### src/rtl/yutorina_opfetch_if.sv
// yutorina operand-fetch bundle: decode inputs, register-file read port,
// EX/MEM forwarding taps, stall/flush control and the registered ID/EX outputs.
interface yutorina_opfetch_if #(
    parameter int unsigned WORD_W = 32,
    parameter int unsigned ADDR_W = 5,
    parameter int unsigned CNT_W  = 16
);
    // decoded instruction
    logic              in_valid;
    logic [WORD_W-1:0] in_pc;
    logic [ADDR_W-1:0] in_ra_addr;
    logic [ADDR_W-1:0] in_rb_addr;
    logic              in_ra_use;
    logic              in_rb_use;
    logic [WORD_W-1:0] in_imm;
    logic              in_imm_sel;
    logic [ADDR_W-1:0] in_dst_addr;
    logic              in_dst_we;
    logic              in_is_load;
    // register file read port
    logic [ADDR_W-1:0] gpr_r_addr1;
    logic [ADDR_W-1:0] gpr_r_addr2;
    logic [WORD_W-1:0] gpr_r_data1;
    logic [WORD_W-1:0] gpr_r_data2;
    // EX stage tap
    logic              ex_valid;
    logic              ex_dst_we;
    logic              ex_is_load;
    logic [ADDR_W-1:0] ex_dst_addr;
    logic [WORD_W-1:0] ex_result;
    // MEM stage tap
    logic              mem_valid;
    logic              mem_dst_we;
    logic [ADDR_W-1:0] mem_dst_addr;
    logic [WORD_W-1:0] mem_result;
    // control
    logic              stall;
    logic              flush;
    logic              load_hazard;
    // ID/EX register
    logic              id_valid;
    logic              id_dst_we;
    logic              id_is_load;
    logic [WORD_W-1:0] id_pc;
    logic [WORD_W-1:0] id_op_a;
    logic [WORD_W-1:0] id_op_b;
    logic [ADDR_W-1:0] id_ra_addr;
    logic [ADDR_W-1:0] id_dst_addr;
    logic [CNT_W-1:0]  hazard_cnt;

    // master: the surrounding pipeline (decode, regfile, EX, MEM)
    modport master (
        output in_valid, in_pc, in_ra_addr, in_rb_addr,
        output in_ra_use, in_rb_use, in_imm, in_imm_sel,
        output in_dst_addr, in_dst_we, in_is_load,
        output gpr_r_data1, gpr_r_data2,
        output ex_valid, ex_dst_we, ex_is_load, ex_dst_addr, ex_result,
        output mem_valid, mem_dst_we, mem_dst_addr, mem_result,
        output stall, flush,
        input  gpr_r_addr1, gpr_r_addr2, load_hazard,
        input  id_valid, id_dst_we, id_is_load, id_pc,
        input  id_op_a, id_op_b, id_ra_addr, id_dst_addr, hazard_cnt
    );

    // slave: the operand-fetch stage
    modport slave (
        input  in_valid, in_pc, in_ra_addr, in_rb_addr,
        input  in_ra_use, in_rb_use, in_imm, in_imm_sel,
        input  in_dst_addr, in_dst_we, in_is_load,
        input  gpr_r_data1, gpr_r_data2,
        input  ex_valid, ex_dst_we, ex_is_load, ex_dst_addr, ex_result,
        input  mem_valid, mem_dst_we, mem_dst_addr, mem_result,
        input  stall, flush,
        output gpr_r_addr1, gpr_r_addr2, load_hazard,
        output id_valid, id_dst_we, id_is_load, id_pc,
        output id_op_a, id_op_b, id_ra_addr, id_dst_addr, hazard_cnt
    );
endinterface

### src/rtl/yutorina_opfetch.sv
// yutorina operand-fetch stage: drives regfile read addresses, forwards
// EX/MEM results (EX first), detects load-use hazards and holds the ID/EX
// register with stall/flush; counts load-hazard bubbles (saturating).
// Ports: clk, rst (async, active-high), bus (yutorina_opfetch_if.slave).
module yutorina_opfetch #(
    parameter int unsigned WORD_W = 32,
    parameter int unsigned ADDR_W = 5,
    parameter int unsigned CNT_W  = 16
) (
    input logic               clk,
    input logic               rst,
    yutorina_opfetch_if.slave bus
);
    // forwarding hits
    logic ex_fwd_ok;
    logic mem_fwd_ok;
    logic ex_hit_a;
    logic ex_hit_b;
    logic mem_hit_a;
    logic mem_hit_b;
    logic [WORD_W-1:0] raw_a;
    logic [WORD_W-1:0] raw_b;
    logic [WORD_W-1:0] op_a;
    logic [WORD_W-1:0] op_b;

    // load-use detection
    logic ex_load_ok;
    logic hz_a;
    logic hz_b;
    logic hazard;

    // ID/EX register
    logic              valid_q,    valid_d;
    logic              dst_we_q,   dst_we_d;
    logic              is_load_q,  is_load_d;
    logic [WORD_W-1:0] pc_q,       pc_d;
    logic [WORD_W-1:0] op_a_q,     op_a_d;
    logic [WORD_W-1:0] op_b_q,     op_b_d;
    logic [ADDR_W-1:0] ra_addr_q,  ra_addr_d;
    logic [ADDR_W-1:0] dst_addr_q, dst_addr_d;
    logic [CNT_W-1:0]  cnt_q,      cnt_d;

    assign bus.gpr_r_addr1 = bus.in_ra_addr;
    assign bus.gpr_r_addr2 = bus.in_rb_addr;

    // a load in EX has no data yet, so it never forwards
    assign ex_fwd_ok  = bus.ex_valid & bus.ex_dst_we & ~bus.ex_is_load;
    assign mem_fwd_ok = bus.mem_valid & bus.mem_dst_we;

    assign ex_hit_a = ex_fwd_ok
                    & (bus.ex_dst_addr == bus.in_ra_addr)
                    & (bus.in_ra_addr != '0);
    assign ex_hit_b = ex_fwd_ok
                    & (bus.ex_dst_addr == bus.in_rb_addr)
                    & (bus.in_rb_addr != '0);
    assign mem_hit_a = mem_fwd_ok
                     & (bus.mem_dst_addr == bus.in_ra_addr)
                     & (bus.in_ra_addr != '0);
    assign mem_hit_b = mem_fwd_ok
                     & (bus.mem_dst_addr == bus.in_rb_addr)
                     & (bus.in_rb_addr != '0);

    always_comb begin
        raw_a = bus.gpr_r_data1;
        if (ex_hit_a) begin
            raw_a = bus.ex_result;
        end else if (mem_hit_a) begin
            raw_a = bus.mem_result;
        end
    end

    always_comb begin
        raw_b = bus.gpr_r_data2;
        if (ex_hit_b) begin
            raw_b = bus.ex_result;
        end else if (mem_hit_b) begin
            raw_b = bus.mem_result;
        end
    end

    assign op_a = raw_a;
    assign op_b = bus.in_imm_sel ? bus.in_imm : raw_b;

    assign ex_load_ok = bus.ex_valid & bus.ex_dst_we & bus.ex_is_load
                      & (bus.ex_dst_addr != '0);
    assign hz_a = bus.in_ra_use
                & (bus.in_ra_addr == bus.ex_dst_addr);
    // an immediate replaces rb, so rb cannot create a hazard then
    assign hz_b = bus.in_rb_use & ~bus.in_imm_sel
                & (bus.in_rb_addr == bus.ex_dst_addr);
    assign hazard = bus.in_valid & ex_load_ok & (hz_a | hz_b);

    assign bus.load_hazard = hazard;

    always_comb begin
        valid_d    = valid_q;
        dst_we_d   = dst_we_q;
        is_load_d  = is_load_q;
        pc_d       = pc_q;
        op_a_d     = op_a_q;
        op_b_d     = op_b_q;
        ra_addr_d  = ra_addr_q;
        dst_addr_d = dst_addr_q;
        cnt_d      = cnt_q;

        if (bus.flush) begin
            valid_d   = 1'b0;
            dst_we_d  = 1'b0;
            is_load_d = 1'b0;
        end else if (bus.stall) begin
            valid_d = valid_q;
        end else if (hazard) begin
            valid_d   = 1'b0;
            dst_we_d  = 1'b0;
            is_load_d = 1'b0;
        end else begin
            valid_d    = bus.in_valid;
            dst_we_d   = bus.in_dst_we & bus.in_valid;
            is_load_d  = bus.in_is_load & bus.in_valid;
            pc_d       = bus.in_pc;
            op_a_d     = op_a;
            op_b_d     = op_b;
            ra_addr_d  = bus.in_ra_addr;
            dst_addr_d = bus.in_dst_addr;
        end

        // one bubble is actually issued only when the stage advances
        if (hazard & ~bus.stall & ~bus.flush & ~(&cnt_q)) begin
            cnt_d = cnt_q + CNT_W'(1);
        end
    end

    always_ff @(posedge clk or posedge rst) begin
        if (rst) begin
            valid_q    <= 1'b0;
            dst_we_q   <= 1'b0;
            is_load_q  <= 1'b0;
            pc_q       <= '0;
            op_a_q     <= '0;
            op_b_q     <= '0;
            ra_addr_q  <= '0;
            dst_addr_q <= '0;
            cnt_q      <= '0;
        end else begin
            valid_q    <= valid_d;
            dst_we_q   <= dst_we_d;
            is_load_q  <= is_load_d;
            pc_q       <= pc_d;
            op_a_q     <= op_a_d;
            op_b_q     <= op_b_d;
            ra_addr_q  <= ra_addr_d;
            dst_addr_q <= dst_addr_d;
            cnt_q      <= cnt_d;
        end
    end

    assign bus.id_valid    = valid_q;
    assign bus.id_dst_we   = dst_we_q;
    assign bus.id_is_load  = is_load_q;
    assign bus.id_pc       = pc_q;
    assign bus.id_op_a     = op_a_q;
    assign bus.id_op_b     = op_b_q;
    assign bus.id_ra_addr  = ra_addr_q;
    assign bus.id_dst_addr = dst_addr_q;
    assign bus.hazard_cnt  = cnt_q;
endmodule

### src/flat_wrapper.sv
// flat-port wrapper written by rule: the top's interface ports become plain ports
module yutorina_opfetch_flat 
#(
    parameter int unsigned WORD_W = 32,
    parameter int unsigned ADDR_W = 5,
    parameter int unsigned CNT_W  = 16
)
  (clk, rst, bus_in_valid, bus_in_pc, bus_in_ra_addr, bus_in_rb_addr, bus_in_ra_use, bus_in_rb_use, bus_in_imm, bus_in_imm_sel, bus_in_dst_addr, bus_in_dst_we, bus_in_is_load, bus_gpr_r_data1, bus_gpr_r_data2, bus_ex_valid, bus_ex_dst_we, bus_ex_is_load, bus_ex_dst_addr, bus_ex_result, bus_mem_valid, bus_mem_dst_we, bus_mem_dst_addr, bus_mem_result, bus_stall, bus_flush, bus_gpr_r_addr1, bus_gpr_r_addr2, bus_load_hazard, bus_id_valid, bus_id_dst_we, bus_id_is_load, bus_id_pc, bus_id_op_a, bus_id_op_b, bus_id_ra_addr, bus_id_dst_addr, bus_hazard_cnt);
  yutorina_opfetch_if #(.WORD_W(WORD_W), .ADDR_W(ADDR_W), .CNT_W(CNT_W)) bus_i ();
  input logic clk;
  input logic rst;
  input wire logic [$bits(bus_i.in_valid)-1:0] bus_in_valid;
  input wire logic [$bits(bus_i.in_pc)-1:0] bus_in_pc;
  input wire logic [$bits(bus_i.in_ra_addr)-1:0] bus_in_ra_addr;
  input wire logic [$bits(bus_i.in_rb_addr)-1:0] bus_in_rb_addr;
  input wire logic [$bits(bus_i.in_ra_use)-1:0] bus_in_ra_use;
  input wire logic [$bits(bus_i.in_rb_use)-1:0] bus_in_rb_use;
  input wire logic [$bits(bus_i.in_imm)-1:0] bus_in_imm;
  input wire logic [$bits(bus_i.in_imm_sel)-1:0] bus_in_imm_sel;
  input wire logic [$bits(bus_i.in_dst_addr)-1:0] bus_in_dst_addr;
  input wire logic [$bits(bus_i.in_dst_we)-1:0] bus_in_dst_we;
  input wire logic [$bits(bus_i.in_is_load)-1:0] bus_in_is_load;
  input wire logic [$bits(bus_i.gpr_r_data1)-1:0] bus_gpr_r_data1;
  input wire logic [$bits(bus_i.gpr_r_data2)-1:0] bus_gpr_r_data2;
  input wire logic [$bits(bus_i.ex_valid)-1:0] bus_ex_valid;
  input wire logic [$bits(bus_i.ex_dst_we)-1:0] bus_ex_dst_we;
  input wire logic [$bits(bus_i.ex_is_load)-1:0] bus_ex_is_load;
  input wire logic [$bits(bus_i.ex_dst_addr)-1:0] bus_ex_dst_addr;
  input wire logic [$bits(bus_i.ex_result)-1:0] bus_ex_result;
  input wire logic [$bits(bus_i.mem_valid)-1:0] bus_mem_valid;
  input wire logic [$bits(bus_i.mem_dst_we)-1:0] bus_mem_dst_we;
  input wire logic [$bits(bus_i.mem_dst_addr)-1:0] bus_mem_dst_addr;
  input wire logic [$bits(bus_i.mem_result)-1:0] bus_mem_result;
  input wire logic [$bits(bus_i.stall)-1:0] bus_stall;
  input wire logic [$bits(bus_i.flush)-1:0] bus_flush;
  output wire logic [$bits(bus_i.gpr_r_addr1)-1:0] bus_gpr_r_addr1;
  output wire logic [$bits(bus_i.gpr_r_addr2)-1:0] bus_gpr_r_addr2;
  output wire logic [$bits(bus_i.load_hazard)-1:0] bus_load_hazard;
  output wire logic [$bits(bus_i.id_valid)-1:0] bus_id_valid;
  output wire logic [$bits(bus_i.id_dst_we)-1:0] bus_id_dst_we;
  output wire logic [$bits(bus_i.id_is_load)-1:0] bus_id_is_load;
  output wire logic [$bits(bus_i.id_pc)-1:0] bus_id_pc;
  output wire logic [$bits(bus_i.id_op_a)-1:0] bus_id_op_a;
  output wire logic [$bits(bus_i.id_op_b)-1:0] bus_id_op_b;
  output wire logic [$bits(bus_i.id_ra_addr)-1:0] bus_id_ra_addr;
  output wire logic [$bits(bus_i.id_dst_addr)-1:0] bus_id_dst_addr;
  output wire logic [$bits(bus_i.hazard_cnt)-1:0] bus_hazard_cnt;
  assign bus_i.in_valid = bus_in_valid;
  assign bus_i.in_pc = bus_in_pc;
  assign bus_i.in_ra_addr = bus_in_ra_addr;
  assign bus_i.in_rb_addr = bus_in_rb_addr;
  assign bus_i.in_ra_use = bus_in_ra_use;
  assign bus_i.in_rb_use = bus_in_rb_use;
  assign bus_i.in_imm = bus_in_imm;
  assign bus_i.in_imm_sel = bus_in_imm_sel;
  assign bus_i.in_dst_addr = bus_in_dst_addr;
  assign bus_i.in_dst_we = bus_in_dst_we;
  assign bus_i.in_is_load = bus_in_is_load;
  assign bus_i.gpr_r_data1 = bus_gpr_r_data1;
  assign bus_i.gpr_r_data2 = bus_gpr_r_data2;
  assign bus_i.ex_valid = bus_ex_valid;
  assign bus_i.ex_dst_we = bus_ex_dst_we;
  assign bus_i.ex_is_load = bus_ex_is_load;
  assign bus_i.ex_dst_addr = bus_ex_dst_addr;
  assign bus_i.ex_result = bus_ex_result;
  assign bus_i.mem_valid = bus_mem_valid;
  assign bus_i.mem_dst_we = bus_mem_dst_we;
  assign bus_i.mem_dst_addr = bus_mem_dst_addr;
  assign bus_i.mem_result = bus_mem_result;
  assign bus_i.stall = bus_stall;
  assign bus_i.flush = bus_flush;
  assign bus_gpr_r_addr1 = bus_i.gpr_r_addr1;
  assign bus_gpr_r_addr2 = bus_i.gpr_r_addr2;
  assign bus_load_hazard = bus_i.load_hazard;
  assign bus_id_valid = bus_i.id_valid;
  assign bus_id_dst_we = bus_i.id_dst_we;
  assign bus_id_is_load = bus_i.id_is_load;
  assign bus_id_pc = bus_i.id_pc;
  assign bus_id_op_a = bus_i.id_op_a;
  assign bus_id_op_b = bus_i.id_op_b;
  assign bus_id_ra_addr = bus_i.id_ra_addr;
  assign bus_id_dst_addr = bus_i.id_dst_addr;
  assign bus_hazard_cnt = bus_i.hazard_cnt;
  yutorina_opfetch #(.WORD_W(WORD_W), .ADDR_W(ADDR_W), .CNT_W(CNT_W)) u_core (.clk(clk), .rst(rst), .bus(bus_i));
endmodule
### config.mk
export PLATFORM = sky130hd
export DESIGN_NAME = yutorina_opfetch_flat
export DESIGN_NICKNAME = d
export VERILOG_FILES = /design/src/rtl/yutorina_opfetch_if.sv /design/src/rtl/yutorina_opfetch.sv /design/src/flat_wrapper.sv
export SDC_FILE = /design/constraint.sdc
export NUM_CORES = 1
export LEC_CHECK = 0
export CORE_ASPECT_RATIO = 0.75
export CORE_MARGIN = 3
export CORE_UTILIZATION = 40
export DETAILED_ROUTE_END_ITERATION = 10
export GPL_ROUTABILITY_DRIVEN = 0
export GPL_TIMING_DRIVEN = 0
export PLACE_DENSITY_LB_ADDON = 0.05
export SLEW_MARGIN = 20
export SYNTH_ARGS = -nofsm -noshare
export SYNTH_HDL_FRONTEND = slang
export SYNTH_SLANG_ARGS = --single-unit
### constraint.sdc
create_clock -name clk -period 10.2 [get_ports clk]
set_input_delay 2.04 -clock clk [delete_from_list [all_inputs] [get_ports clk]]
set_output_delay 2.04 -clock clk [all_outputs]
set_load 0.05 [all_outputs]
Yosys cells after proc, flatten, opt, wreduce, memory -nomap -nowiden

Index checks and enable logic that the tools add are counted.

$add $sub $neg: 1
Eq/ne operators: 7
Multiplexer cells: 14
Bitwise operators: 30
Reduce and logical (&&, ||, !) cells: 5

Operator list:

| cell                  | number |
|---|---|
| $mux 32               | 5 |
| $eq 5x5->1            | 6 |
| $and 1x1->1           | 23 |
| $add 16x1->16 const B | 1 |
| $reduce_and 16->1     | 1 |
| $reduce_bool 5->1     | 3 |
| $mux 1                | 9 |
| $not 1->1             | 6 |
| $reduce_and 3->1      | 1 |
| $ne 2x1->1 const B    | 1 |
| $or 1x1->1            | 1 |

Flip-flop bits (word level): 125
Bits of input ports: 232
Output and inout bits: 136
Logic and storage cells: 66

Depth between registers and ports, before layout

Gate-level depths: netlist of run 1.

Word-level depth: 8
Gate-level depth with buffers: 9
Gate-level depth less buffers: 7

Least setup slack after synthesis of run 1

No wires, ideal clock.

Path type: input to output
Start point: input port bus_ex_dst_addr[3]
End point: output port bus_load_hazard
Arrival time: 3151 ps
Slack: 5009 ps
Cell stages on the path: 5
Cell sequence: xor2_1 -> nor4_2 -> nand3_1 -> a221o_1 -> inv_2

Word-level cells in the longest chain between the ends: 4

Ends and longest elaborated chain:

| item                                             | line                                                                   | source |
|---|---|---|
| from (decl)                                      | flat_wrapper.sv:28                                                     | `input wire logic [$bits(bus_i.ex_dst_addr)-1:0] bus_ex_dst_addr;` |
| $eq 5x5->1, or another cell as far along         | yutorina_opfetch.sv:87                                                 | `& (bus.in_ra_addr == bus.ex_dst_addr);` |
| $and 1x1->1, on equally long branches            | yutorina_opfetch.sv:87, yutorina_opfetch.sv:85, yutorina_opfetch.sv:90 |  |
| $or 1x1->1 / $and 1x1->1 (equally long branches) | yutorina_opfetch.sv:91                                                 | `assign hazard = bus.in_valid & ex_load_ok & (hz_a \| hz_b);` |
| $and 1x1->1 (*)                                  | yutorina_opfetch.sv:91                                                 |  |
| to (decl)                                        | flat_wrapper.sv:38                                                     | `output wire logic [$bits(bus_i.load_hazard)-1:0] bus_load_hazard;` |

Every way passes the cells marked *; elsewhere a longest branch is shown, timed or not.

Final worst setup path of run 1

Start point: input port bus_in_rb_addr[3]
End point: output port bus_load_hazard

Word-level cells in the longest chain between the ends: 4

Ends and longest elaborated chain:

| item        | line                   | source |
|---|---|---|
| from (decl) | flat_wrapper.sv:15     | `input wire logic [$bits(bus_i.in_rb_addr)-1:0] bus_in_rb_addr;` |
| $eq 5x5->1  | yutorina_opfetch.sv:90 | `& (bus.in_rb_addr == bus.ex_dst_addr);` |
| $and 1x1->1 | yutorina_opfetch.sv:90 |  |
| $or 1x1->1  | yutorina_opfetch.sv:91 |  |
| $and 1x1->1 | yutorina_opfetch.sv:91 |  |

No other way between the ends.

==> results of run 1 <==
per-layer routing:
metal / vias to the layer above / wire length, um / part of all wire, % / GRT usage [%]
li1: 3256 / - / - / -
met1: 3293 / 10280 / 39 / 32.56
met2: 267 / 12980 / 50 / 46.48
met3: 46 / 2177 / 8.3 / 8.229
met4: 2 / 760 / 2.9 / 9.887
met5: - / 13 / 0.050 / 0
power breakdown:
group	switching [mW]	internal [mW]	leakage, nW	total (mW)
registers	0.0327	0.560	1.48	0.593
logic	0.372	0.262	2.92	0.634
clock network	0.248	0.421	0.312	0.669
total	0.653	1.24	4.72	1.90
cells in the final DEF (no fill, tap or decap), drive strengths merged, types with 5 or more instances in the layout:
| cell | instances |
|---|---|
| a211o | 32 |
| xor2 | 22 |
| mux2i | 32 |
| buf | 35 |
| clkdlybuf4s50 | 367 |
| nor2 | 74 |
| inv | 12 |
| a21oi | 33 |
| clkbuf | 44 |
| dfrtp | 125 |
| xnor2 | 11 |
| nor4 | 12 |
| a31oi | 64 |
| nor3 | 7 |
| nand3 | 9 |
| mux2 | 75 |
| nand2 | 108 |
| nand4 | 5 |
worst max-delay path, cell delays in order:
cell and delay (ns):
clkdlybuf4s50_1 0.50, xor2_1 0.20, nor3_1 0.30, nand4b_1 0.14, a221o_1 0.42, inv_2 0.08
clkdlybuf4s50_1 0.82
layout make-up:
class | instances | area [um2] | area share (%)
flip-flops and latches | 125 | 3128 | 26.86
repair buffers | 368 | 3701 | 31.79
well taps | 236 | 295.3 | 2.536
multi-input cells | 501 | 3532 | 30.34
clock inverters | 14 | 206.4 | 1.773
plain buffers | 60 | 307.8 | 2.643
clock buffers | 18 | 439.2 | 3.772
inverters | 7 | 33.78 | 0.2901
state kept, by name, indices dropped and copies added, names as in the netlist:
register                count
u_core.bus.hazard_cnt      16
u_core.bus.id_dst_addr      5
u_core.bus.id_dst_we        1
u_core.bus.id_is_load       1
u_core.bus.id_op_a         32
u_core.bus.id_op_b         32
u_core.bus.id_pc           32
u_core.bus.id_ra_addr       5
u_core.bus.id_valid         1
how the worst max path moves through the flow:
stage	slack, ns	cells after the start	end	startpoint
after floorplan	4.83	1	u_core.bus.hazard_cnt[0]	rst
after global placement	2.80	2	u_core.bus.id_op_b[3]	rst
after detailed placement	3.64	7	bus_load_hazard	bus_in_ra_addr[3]
after CTS	3.63	7	bus_load_hazard	bus_in_ra_addr[3]
after global routing	3.55	7	bus_load_hazard	bus_in_ra_addr[3]
final	3.65	7	bus_load_hazard	bus_in_rb_addr[3]
logic make-up (layout without fill, tap and decap cells):
kind of cell / after synthesis / count (layout)
XOR/XNOR: 33 / 33
AO/OA/AOI/OAI: 134 / 134
flip-flops: 125 / 125
multiplexers: 107 / 107
adder cells (fa/ha/maj): 1 / 1
buffers and inverters: 67 / 467
AND/OR/NAND/NOR: 226 / 226
through the flow:
| step | hold slack [ns] | power (mW) | worst slack (ns) | cells |
|---|---|---|---|---|
| final | 0.4844 | 1.896 | 3.652 | 1329 |
| after detailed placement | 0.4747 | 1.237 | 3.636 | 1297 |
| after global routing | 0.5006 | 1.962 | 3.553 | 1329 |
| after CTS | 0.4887 | 1.910 | 3.631 | 1329 |
| after floorplan | 0.7578 | 0.9607 | 4.832 | 693 |
| after global placement | 0.4674 | 1.230 | 2.804 | 1296 |
==> impl_metrics.py, run 1 <==
metrics = {
    "place": {
        "dpl_cell_area_um2": 11000,
        "portBuffers": 367,
        "dp.final_hpwl_mm": 20.56,
    },
    "setup_path": {
        "cp.required_ns": 8.16,
        "r2r_end": "u_core.bus.hazard_cnt[12]",
        "r2r_cells": 7,
        "arrival_ns": 4.51,
        "rrSetupSlack_ns": 7.87,
        "reg2reg_from": "u_core.bus.hazard_cnt[0]",
        "worst_setup_path_end_kind": "output pin",
        "critPathKind": "in2out",
        "path_max_fanout": 4,
        "crit_path_start_kind": "primary input",
    },
    "drt": {
        "vias": 6864,
        "dr.first_iter.drc_count": 432,
        "via_per_inst": 5.165,
        "routed_wl_mm": 26.21,
        "drc": 0,
        "post_drt_wl_per_cell_um": 19.72,
        "antenna_left": 0,
        "dr.pass1.iters": 4,
    },
    "cells_and_area": {
        "final_nets": 1313,
        "syn_to_final_growth_pct": 66.63,
        "drive_gt1_share_pct": 14.55,
        "stdcell_area_um2": 11640,
        "nFillCells": 1401,
        "post-route-util_pct": 68.57,
        "antenna_cells": 0,
    },
    "logic_synthesis": {
        "yosys-top-cells-count": "dfrtp_1 (125), nand2_1 (108), nor2_1 (74)",
        "netlist_area_um2": 6988,
        "synthCells": 693,
        "synth_top_area_share_pct": 44.76,
        "synth-compound-area-share_pct": 15.49,
        "synth.most_common_cell": "dfrtp_1",
        "ys_seq_elements": 125,
        "syn_nets": 926,
        "yosys-top-cells-area": "dfrtp_1 (45%), mux2_2 (9.3%), nand2_1 (5.8%)",
        "synthSimpleGateAreaFrac_pct": 13.98,
        "ys_types": 36,
        "synth-async-reset-ratio_pct": 100.0,
        "synthAdderAreaFrac_pct": 0.1791,
        "muxShareOfSynthArea_pct": 16.67,
        "synth_xor_area_share_pct": 4.136,
        "ys.flop_type": "dfrtp_1",
        "synth_area_leader_cell": "dfrtp_1",
        "synth-seq-area-share_pct": 44.76,
        "synth_top_family_by_area": "multiplexers",
        "synth-edff-count": 0,
        "syn_avg_cell_area_um2": 10.08,
        "yosys_warnings": 0,
    },
    "clocking": {
        "postCtsSetupBuffers": 0,
        "cts_tree": "done",
        "cts_made_buffers": 17,
        "ctsLongestPathBuffers": 2,
        "htreeDepth": 4,
        "post_cts_resized": 0,
        "holdBufCountCts": 0,
        "clkTransAtPathRegs_ns": 0.06,
        "cts.sinks": 125,
        "cts_root_buf": "clkbuf_16",
        "insertion_delay_ns": 0.42,
    },
    "die": {
        "core_area_um2": 16980,
        "die_height_um": 120.5,
        "placementRows": 41,
        "die_w_um": 158.6,
        "io_pins": 368,
        "fp.dieArea_um2": 19110,
        "initial_core_util_pct": 41.15,
    },
    "hold_path": {
        "hp-start": "u_core.bus.id_dst_addr[4]",
        "whs_path_depth": 1,
        "min_to": "u_core.bus.id_dst_addr[4]",
        "hp-class": "reg2reg",
    },
    "sta": {
        "fmax_mhz": 152.7,
        "worstMarginPinSlew_ns": 0.9921,
        "finalSetupTns_ns": 0,
        "drv_slew": 0,
        "rsz0062_at_grt": "false",
        "period_minus_slack_ns": 6.548,
        "hold_violations": 0,
        "clock_skew_ns": 0.007046,
        "setup_viol": 0,
        "slew_headroom_pct": 33.50,
        "period_share_pct": 64.19,
    },
    "global_routing": {
        "grt_antenna_before_repair": 1,
        "grt_max_degree": 93,
        "grt_pass1_vias": 7177,
        "grt_pass1_wl_mm": 39.85,
        "grt_usage_pct": 27.30,
        "grt_overflow": 0,
    },
    "job": {
        "cap_violations": 0,
    },
    "pwr": {
        "p_leak_nw": 4.715,
        "ir_drop_mv": 0.1062,
        "p_per_area_nw_per_um2": 162.8,
    },
    "run_status": {
        "status": "complete, no violations",
    },
}
Note: power is estimated with default switching activity, not from simulation.
==> run 2, diff against run 1 <==
==> constraint.sdc (replaced) <==
create_clock -name clk -period 6.5 [get_ports clk]
set_input_delay 1.3 -clock clk [delete_from_list [all_inputs] [get_ports clk]]
set_output_delay 1.3 -clock clk [all_outputs]
set_load 0.05 [all_outputs]
==> results of run 2 <==
Same layout as run 1 (identical final DEF). Status: complete, no violations.
Among the figures that moved: setup slack after placement 3.636 ns -> 1.416 ns; setup slack after layout 3.652 ns -> 1.432 ns; register-to-register setup slack 7.87 ns -> 4.17 ns; total power 1.896 mW -> 2.975 mW; worst IR drop on VDD 0.1062 mV -> 0.1666 mV
